### src/rtl/aurora_tx_framer_if.sv
// FIFO read side and LocalLink TX user side of the Aurora TX framer.
// master = framer, slave = FIFO + LocalLink sink.
interface aurora_tx_framer_if #(
    parameter int DW = 32
);
    logic [DW-1:0] fifo_data_i;
    logic          fifo_empty_i;
    logic          fifo_read_o;
    logic [DW-1:0] tx_d;
    logic          tx_src_rdy_n;
    logic          tx_dst_rdy_n;
    logic          tx_sof_n;
    logic          tx_eof_n;

    modport master (
        input  fifo_data_i, fifo_empty_i, tx_dst_rdy_n,
        output fifo_read_o, tx_d, tx_src_rdy_n, tx_sof_n, tx_eof_n
    );

    modport slave (
        output fifo_data_i, fifo_empty_i, tx_dst_rdy_n,
        input  fifo_read_o, tx_d, tx_src_rdy_n, tx_sof_n, tx_eof_n
    );
endinterface

### src/rtl/aurora_tx_framer.sv
// Pops words from a 1-cycle-latency FIFO and emits FRAME_LEN-word LocalLink frames
// with SOF/EOF, honouring back-pressure and aborting cleanly when the channel drops.
module aurora_tx_framer #(
    parameter int DW        = 32,
    parameter int FRAME_LEN = 256,
    parameter int CNT_W     = 16
) (
    input  logic                 user_clk,
    input  logic                 rst_n,
    input  logic                 channel_up,
    aurora_tx_framer_if.master   bus,
    output logic [CNT_W-1:0]     frames_sent_o,
    output logic [7:0]           aborts_o
);
    localparam int WC_W = (FRAME_LEN > 1) ? $clog2(FRAME_LEN) : 1;
    localparam logic [WC_W-1:0] LAST = WC_W'(FRAME_LEN - 1);

    typedef enum logic {DOWN, RUN} state_t;

    state_t            state_q, state_d;
    logic [DW-1:0]     q0_q, q1_q, q0_d, q1_d;
    logic [1:0]        occ_q, occ_d;
    logic              inflight_q;
    logic [WC_W-1:0]   wcnt_q, wcnt_d;
    logic [CNT_W-1:0]  frames_q, frames_d;
    logic [7:0]        aborts_q, aborts_d;

    logic              src_vld;
    logic              xfer;
    logic              wr;
    logic              rd;
    logic              head_slot;
    logic [2:0]        pending;

    always_comb begin
        state_d  = state_q;
        q0_d     = q0_q;
        q1_d     = q1_q;
        occ_d    = occ_q;
        wcnt_d   = wcnt_q;
        frames_d = frames_q;
        aborts_d = aborts_q;

        src_vld   = (state_q == RUN) && (occ_q != 2'd0);
        xfer      = src_vld && !bus.tx_dst_rdy_n;
        pending   = {1'b0, occ_q} + {2'b0, inflight_q} - {2'b0, xfer};
        rd        = rst_n && (state_q == RUN) && channel_up && !bus.fifo_empty_i
                    && (pending < 3'd2);
        wr        = inflight_q && (state_q == RUN) && channel_up;
        // Incoming word lands at the head if the queue is empty after this cycle's pop.
        head_slot = (occ_q == 2'd0) || ((occ_q == 2'd1) && xfer);

        unique case (state_q)
            DOWN: begin
                if (channel_up) state_d = RUN;
            end
            RUN: begin
                if (!channel_up) begin
                    // Channel loss takes priority over any handshake in this cycle.
                    state_d = DOWN;
                    q0_d    = '0;
                    q1_d    = '0;
                    occ_d   = 2'd0;
                    wcnt_d  = '0;
                    if ((wcnt_q != '0) && (aborts_q != '1)) aborts_d = aborts_q + 8'd1;
                end else begin
                    if (xfer) begin
                        q0_d = q1_q;
                        if (wcnt_q == LAST) begin
                            wcnt_d   = '0;
                            frames_d = frames_q + CNT_W'(1);
                        end else begin
                            wcnt_d = wcnt_q + WC_W'(1);
                        end
                    end
                    if (wr) begin
                        if (head_slot) q0_d = bus.fifo_data_i;
                        else           q1_d = bus.fifo_data_i;
                    end
                    occ_d = occ_q + {1'b0, wr} - {1'b0, xfer};
                end
            end
            default: state_d = DOWN;
        endcase
    end

    always_ff @(posedge user_clk) begin
        if (!rst_n) begin
            state_q    <= DOWN;
            q0_q       <= '0;
            q1_q       <= '0;
            occ_q      <= 2'd0;
            inflight_q <= 1'b0;
            wcnt_q     <= '0;
            frames_q   <= '0;
            aborts_q   <= '0;
        end else begin
            state_q    <= state_d;
            q0_q       <= q0_d;
            q1_q       <= q1_d;
            occ_q      <= occ_d;
            inflight_q <= rd;
            wcnt_q     <= wcnt_d;
            frames_q   <= frames_d;
            aborts_q   <= aborts_d;
        end
    end

    assign bus.fifo_read_o  = rd;
    assign bus.tx_d         = q0_q;
    assign bus.tx_src_rdy_n = !src_vld;
    assign bus.tx_sof_n     = !(src_vld && (wcnt_q == '0));
    assign bus.tx_eof_n     = !(src_vld && (wcnt_q == LAST));
    assign frames_sent_o    = frames_q;
    assign aborts_o         = aborts_q;

endmodule

### src/flat_wrapper.sv
// flat-port wrapper written by rule: the top's interface ports become plain ports
module aurora_tx_framer_flat 
#(
    parameter int DW        = 32,
    parameter int FRAME_LEN = 256,
    parameter int CNT_W     = 16
)
  (user_clk, rst_n, channel_up, frames_sent_o, aborts_o, bus_fifo_data_i, bus_fifo_empty_i, bus_tx_dst_rdy_n, bus_fifo_read_o, bus_tx_d, bus_tx_src_rdy_n, bus_tx_sof_n, bus_tx_eof_n);
  aurora_tx_framer_if #(.DW(DW)) bus_i ();
  input  logic user_clk;
  input  logic rst_n;
  input  logic channel_up;
  output logic [CNT_W-1:0] frames_sent_o;
  output logic [7:0] aborts_o;
  input wire logic [$bits(bus_i.fifo_data_i)-1:0] bus_fifo_data_i;
  input wire logic [$bits(bus_i.fifo_empty_i)-1:0] bus_fifo_empty_i;
  input wire logic [$bits(bus_i.tx_dst_rdy_n)-1:0] bus_tx_dst_rdy_n;
  output wire logic [$bits(bus_i.fifo_read_o)-1:0] bus_fifo_read_o;
  output wire logic [$bits(bus_i.tx_d)-1:0] bus_tx_d;
  output wire logic [$bits(bus_i.tx_src_rdy_n)-1:0] bus_tx_src_rdy_n;
  output wire logic [$bits(bus_i.tx_sof_n)-1:0] bus_tx_sof_n;
  output wire logic [$bits(bus_i.tx_eof_n)-1:0] bus_tx_eof_n;
  assign bus_i.fifo_data_i = bus_fifo_data_i;
  assign bus_i.fifo_empty_i = bus_fifo_empty_i;
  assign bus_i.tx_dst_rdy_n = bus_tx_dst_rdy_n;
  assign bus_fifo_read_o = bus_i.fifo_read_o;
  assign bus_tx_d = bus_i.tx_d;
  assign bus_tx_src_rdy_n = bus_i.tx_src_rdy_n;
  assign bus_tx_sof_n = bus_i.tx_sof_n;
  assign bus_tx_eof_n = bus_i.tx_eof_n;
  aurora_tx_framer #(.DW(DW), .FRAME_LEN(FRAME_LEN), .CNT_W(CNT_W)) u_core (.user_clk(user_clk), .rst_n(rst_n), .channel_up(channel_up), .bus(bus_i), .frames_sent_o(frames_sent_o), .aborts_o(aborts_o));
endmodule
### config.mk
export PLATFORM = sky130hd
export DESIGN_NAME = aurora_tx_framer_flat
export DESIGN_NICKNAME = d
export VERILOG_FILES = /design/src/rtl/aurora_tx_framer_if.sv /design/src/rtl/aurora_tx_framer.sv /design/src/flat_wrapper.sv
export SDC_FILE = /design/constraint.sdc
export NUM_CORES = 1
export LEC_CHECK = 0
export ABC_CLOCK_PERIOD_IN_PS = 2350
export BUFFER_PORTS_ARGS = -buffer_cell sky130_fd_sc_hd__buf_2
export CORE_ASPECT_RATIO = 0.5
export CORE_MARGIN = 8
export CORE_UTILIZATION = 54
export CTS_CLUSTER_SIZE = 28
export DETAILED_ROUTE_END_ITERATION = 16
export HOLD_SLACK_MARGIN = 0.02
export PLACE_DENSITY = 0.81
export SETUP_SLACK_MARGIN = 0.4
export SLEW_MARGIN = 15
export SYNTH_ARGS = -nofsm -noshare
export SYNTH_HDL_FRONTEND = slang
export SYNTH_SLANG_ARGS = --single-unit
### constraint.sdc
create_clock -name user_clk -period 2.35 [get_ports user_clk]
set_input_delay 0.47 -clock user_clk [delete_from_list [all_inputs] [get_ports user_clk]]
set_output_delay 0.47 -clock user_clk [all_outputs]
set_load 0.02 [all_outputs]
==> tab_implementation.tex <==
\begin{tabular}{lr}
\hline
Metric & Value \\
\hline
\multicolumn{2}{l}{\textbf{Die}} \\
\quad Die area & 0.0114 mm\^{}2 \\
\quad Die extent in x & 143 um \\
\quad Area of the core & 0.00791 mm\^{}2 \\
\quad Die Ht & between 70 and 80 um \\
\quad IO Count & 97 \\
\quad Effective utilization at floorplan & 0.551 \\
\quad Row cnt & 23 \\
\multicolumn{2}{l}{\textbf{Synthesis}} \\
\quad Post-synthesis sequential area ratio & 0.459 \\
\quad EDFF count, synth & 0 \\
\quad Top post-synthesis cells by count & sky130\_fd\_sc\_hd\_\_dfxtp\_1 (100), sky130\_fd\_sc\_hd\_\_nand2\_1 (55), sky130\_fd\_sc\_hd\_\_nand3\_1 (44), sky130\_fd\_sc\_hd\_\_o21ai\_0 (42), sky130\_fd\_sc\_hd\_\_and3\_1 (34) \\
\quad Cell with the most instances after synthesis & sky130\_fd\_sc\_hd\_\_dfxtp\_1 \\
\quad Count of mapped cells out of synthesis & 493 \\
\quad Area share of the leading cell type in the synthesized netlist & 0.459 \\
\quad Mean instance size in the synthesized netlist & 8.85 um\^{}2 \\
\quad Number of synthesized register bits & 100 \\
\quad Warnings, synthesis & 0 \\
\quad Leading post-synthesis cells by cell area & sky130\_fd\_sc\_hd\_\_dfxtp\_1 (46\%), sky130\_fd\_sc\_hd\_\_a221o\_1 (7.3\%), sky130\_fd\_sc\_hd\_\_nand3\_1 (5.0\%) \\
\quad Synth Cell Area & approximately 0.0044 mm\^{}2 \\
\quad Net count after synthesis & 537 \\
\quad Primary flip-flop cell chosen by synthesis mapping & sky130\_fd\_sc\_hd\_\_dfxtp\_1 \\
\quad Post-synth top area cell & sky130\_fd\_sc\_hd\_\_dfxtp\_1 \\
\quad Distinct cell type count after synthesis & 45 \\
\quad Proportion of synthesized flip-flops having asynchronous set or reset & 0 \\
\multicolumn{2}{l}{\textbf{Worst setup path}} \\
\quad Flop-to-flop setup slack & between 0.3 and 0.4 ns \\
\quad Required time of the critical path & 1.88 ns \\
\quad Maximum fanout along the worst path & 2 \\
\quad Worst setup path class & reg2out \\
\quad Data arrival at the endpoint of the critical path & 2.16 ns \\
\quad Critical Path End Type & primary output \\
\quad Worst Setup Start Kind & register \\
\multicolumn{2}{l}{\textbf{Timing}} \\
\quad Rel. slew slack & 0.490 \\
\quad Setup repair after global routing missed its margin & true \\
\quad Final critical-path share of the clock period & 1.12 \\
\quad Count of final setup violators & 1 \\
\quad Count of final max-slew check failures & 0 \\
\quad Post-route setup TNS & -0.284 ns \\
\quad Fin crit period & 2.63 ns \\
\quad Fmax & 0.380 GHz \\
\quad Post-layout worst setup margin & -0.284 ns \\
\quad Slew at the pin closest to its max-slew limit & 0.763 ns \\
\quad Final-report hold violation count & 0 \\
\quad Maximum clock skew at final layout & 0.00881 ns \\
\multicolumn{2}{l}{\textbf{GRT}} \\
\quad Number of global-route vias before repair & 3967 \\
\quad Initial antenna violation count & 0 \\
\quad Pin count of the biggest net entering global routing & 36 \\
\quad Total congestion overflow after global routing & 0 \\
\quad Global-route usage over all layers & 0.215 \\
\quad First-pass GRT wire length & 19800 um \\
\multicolumn{2}{l}{\textbf{Drt}} \\
\quad DRC errors left & 0 \\
\quad Count of TritonRoute iterations in the first routing pass & 4 \\
\quad Total wirelength of the detailed-routed design & approximately 13000 um \\
\quad Routed vias/inst & 5.98 \\
\quad Final ANT Viol Nets & 0 \\
\quad Wirelength per Cell & 17.6 um \\
\quad Count of vias placed by the detailed router & between 4k and 5k \\
\quad Iteration-0 DRC Markers & 270 \\
\multicolumn{2}{l}{\textbf{Layout}} \\
\quad Share of final-layout standard cells stronger than drive strength 1 & 0.333 \\
\quad Number of inserted filler cells in the final layout & 573 \\
\quad Final cell area excluding filler cells & 0.00572 mm\^{}2 \\
\quad Non-filler cells, final & 716 \\
\quad Post-route core utilization & 0.723 \\
\quad Nets & 642 \\
\quad Synthesis-to-layout area growth & 31.2\% \\
\multicolumn{2}{l}{\textbf{Clock tree}} \\
\quad Clock tree root buffer cell & sky130\_fd\_sc\_hd\_\_clkbuf\_16 \\
\quad H-tree levels & 3 \\
\quad Clock network latency to the later pin of the worst-skew pair & 0.35 ns \\
\quad Total clock sinks & 100 \\
\quad Clock edge transition at the registers on the reported setup and hold paths & 0.07 ns \\
\quad Number of buffers added by the clock tree synthesis step & 9 \\
\quad CTS tree & built \\
\quad Maximum buffer depth of the clock tree & 2 \\
\quad Post-cts hold buffer count & 0 \\
\multicolumn{2}{l}{\textbf{Power and ir drop}} \\
\quad Power density over cell area & between 500 and 600 mW/mm\^{}2 \\
\quad Maximum vdd drop & 440 uV \\
\quad Static leakage & around 2.4 nW \\
\quad Power after layout & 3.31 mW \\
\multicolumn{2}{l}{\textbf{Run status}} \\
\quad Result of the run & complete, but fails checks \\
\quad Violations in the final reports & negative setup slack \\
\multicolumn{2}{l}{\textbf{Placed design}} \\
\quad Area after detailed placement & 0.00504 mm\^{}2 \\
\quad Global placement routability congestion & a little over 0.8 \\
\quad Count of buffers from port buffering & 96 \\
\quad Count of placed standard cells including taps & about 680 \\
\quad Post-detail-place hpwl & 7760 um \\
\multicolumn{2}{l}{\textbf{Job}} \\
\quad Number of maximum-capacitance constraint violations & 0 \\
\multicolumn{2}{l}{\textbf{Hold path}} \\
\quad Worst hold path class & in2reg \\
\hline
\end{tabular}
-- worst paths after layout --
kind	startpoint	to	cells after the start
max	u_core.occ_q[0]	bus_fifo_read_o	8
min	bus_fifo_data_i[14]	u_core.q1_q[14]	3
max reg2reg	u_core.occ_q[1]	u_core.frames_sent_o[11]	8
min reg2reg	u_core.q1_q[17]	u_core.q1_q[17]	2
-- flip-flops by register name, summed over array words and instances (netlist names) --
| name | count |
|---|---|
| u_core.frames_sent_o | 16 |
| u_core.wcnt_q | 8 |
| u_core.bus.tx_d | 32 |
| u_core.state_q | 1 |
| u_core.aborts_o | 8 |
| u_core.q1_q | 32 |
| u_core.inflight_q | 1 |
| u_core.occ_q | 2 |
-- kinds of logic (layout without fill, tap and decap cells) --
kind of cell / count (synthesis) / after routing / share of synthesized area
AND/OR/NAND/NOR: 203 / 204 / 0.249
other: 0 / 1 / 0
multiplexers: 3 / 3 / 0.00688
flip-flops: 100 / 100 / 0.459
adder cells (fa/ha/maj): 7 / 7 / 0.0218
buffers and inverters: 48 / 157 / 0.0447
AO/OA/AOI/OAI: 121 / 121 / 0.197
XOR/XNOR: 11 / 11 / 0.0221
-- where the power goes --
group          leakage (nW)  switching [mW]  internal [mW]
registers             0.809         0.00411           1.70
logic                  1.43           0.107         0.0632
clock network         0.144           0.654          0.784
-- stage by stage --
| stage | setup slack [ns] | hold WS (ns) |
|---|---|---|
| floorplan | 0.0247 | 0.432 |
| global placement | -0.203 | 0.443 |
| detailed placement | -0.273 | 0.450 |
| finish | -0.284 | 0.342 |
| global route | -0.352 | 0.344 |
| CTS | -0.295 | 0.335 |
-- layer usage --
metal	part of all wire	wire length [um]	vias to the layer above	global-route usage
met2	0.48	6090	171	0.350
met3	0.076	954	26	0.0591
met1	0.42	5330	2048	0.265
li1	-	-	2037	-
met4	0.021	262	0	0.0925
met5	0	0	-	0
-- cell type report --
type	instances	area [um^2]	share of cell area
antenna	1	2.50	0.000437
clock buffer	12	256	0.0448
clock inverter	4	31.3	0.00546
inverter	12	45.0	0.00787
multi-input combinational	346	2450	0.428
sequential	100	2010	0.351
tap	112	140	0.0245
timing repair buffer	129	787	0.137
-- critical path: stages (launching register included) --
cell                      delay (ns)
sky130_fd_sc_hd__dfxtp_2        0.33
sky130_fd_sc_hd__o21ba_4        0.23
sky130_fd_sc_hd__nand2_4        0.08
sky130_fd_sc_hd__xnor2_4        0.12
sky130_fd_sc_hd__nand2_2        0.08
sky130_fd_sc_hd__fa_2           0.60
sky130_fd_sc_hd__nand3_4        0.08
sky130_fd_sc_hd__nor3_4         0.14
sky130_fd_sc_hd__buf_6          0.15
-- placed cells by master, fill, tap and decap left out, types with 5 or more instances in the layout --
cell and count:
sky130_fd_sc_hd__buf_2 92, sky130_fd_sc_hd__dfxtp_1 92, sky130_fd_sc_hd__nand2_1 53, sky130_fd_sc_hd__nand3_1 41
sky130_fd_sc_hd__o21ai_0 41, sky130_fd_sc_hd__and3_1 34, sky130_fd_sc_hd__a221o_1 32, sky130_fd_sc_hd__buf_4 26
sky130_fd_sc_hd__a21oi_1 13, sky130_fd_sc_hd__inv_1 10, sky130_fd_sc_hd__o31ai_1 10, sky130_fd_sc_hd__nor2_1 9
sky130_fd_sc_hd__clkbuf_16 9, sky130_fd_sc_hd__buf_6 9, sky130_fd_sc_hd__dfxtp_2 8, sky130_fd_sc_hd__and2_1 7
sky130_fd_sc_hd__xnor2_1 7, sky130_fd_sc_hd__or4_4 7, sky130_fd_sc_hd__or3_4 6, sky130_fd_sc_hd__or3_1 6
sky130_fd_sc_hd__nand2b_1 6, sky130_fd_sc_hd__a21oi_2 6, sky130_fd_sc_hd__nand4_1 5, sky130_fd_sc_hd__or4_1 5
-- repair_timing --
item	CTS	global route
buffers inserted	8	7
cloned	1	0
gates resized for setup	32	35
pin swaps	13	17
endpoints found under the setup margin	69	59
hold endpoints to repair	0	0
Power figures use the tool's default switching activity.
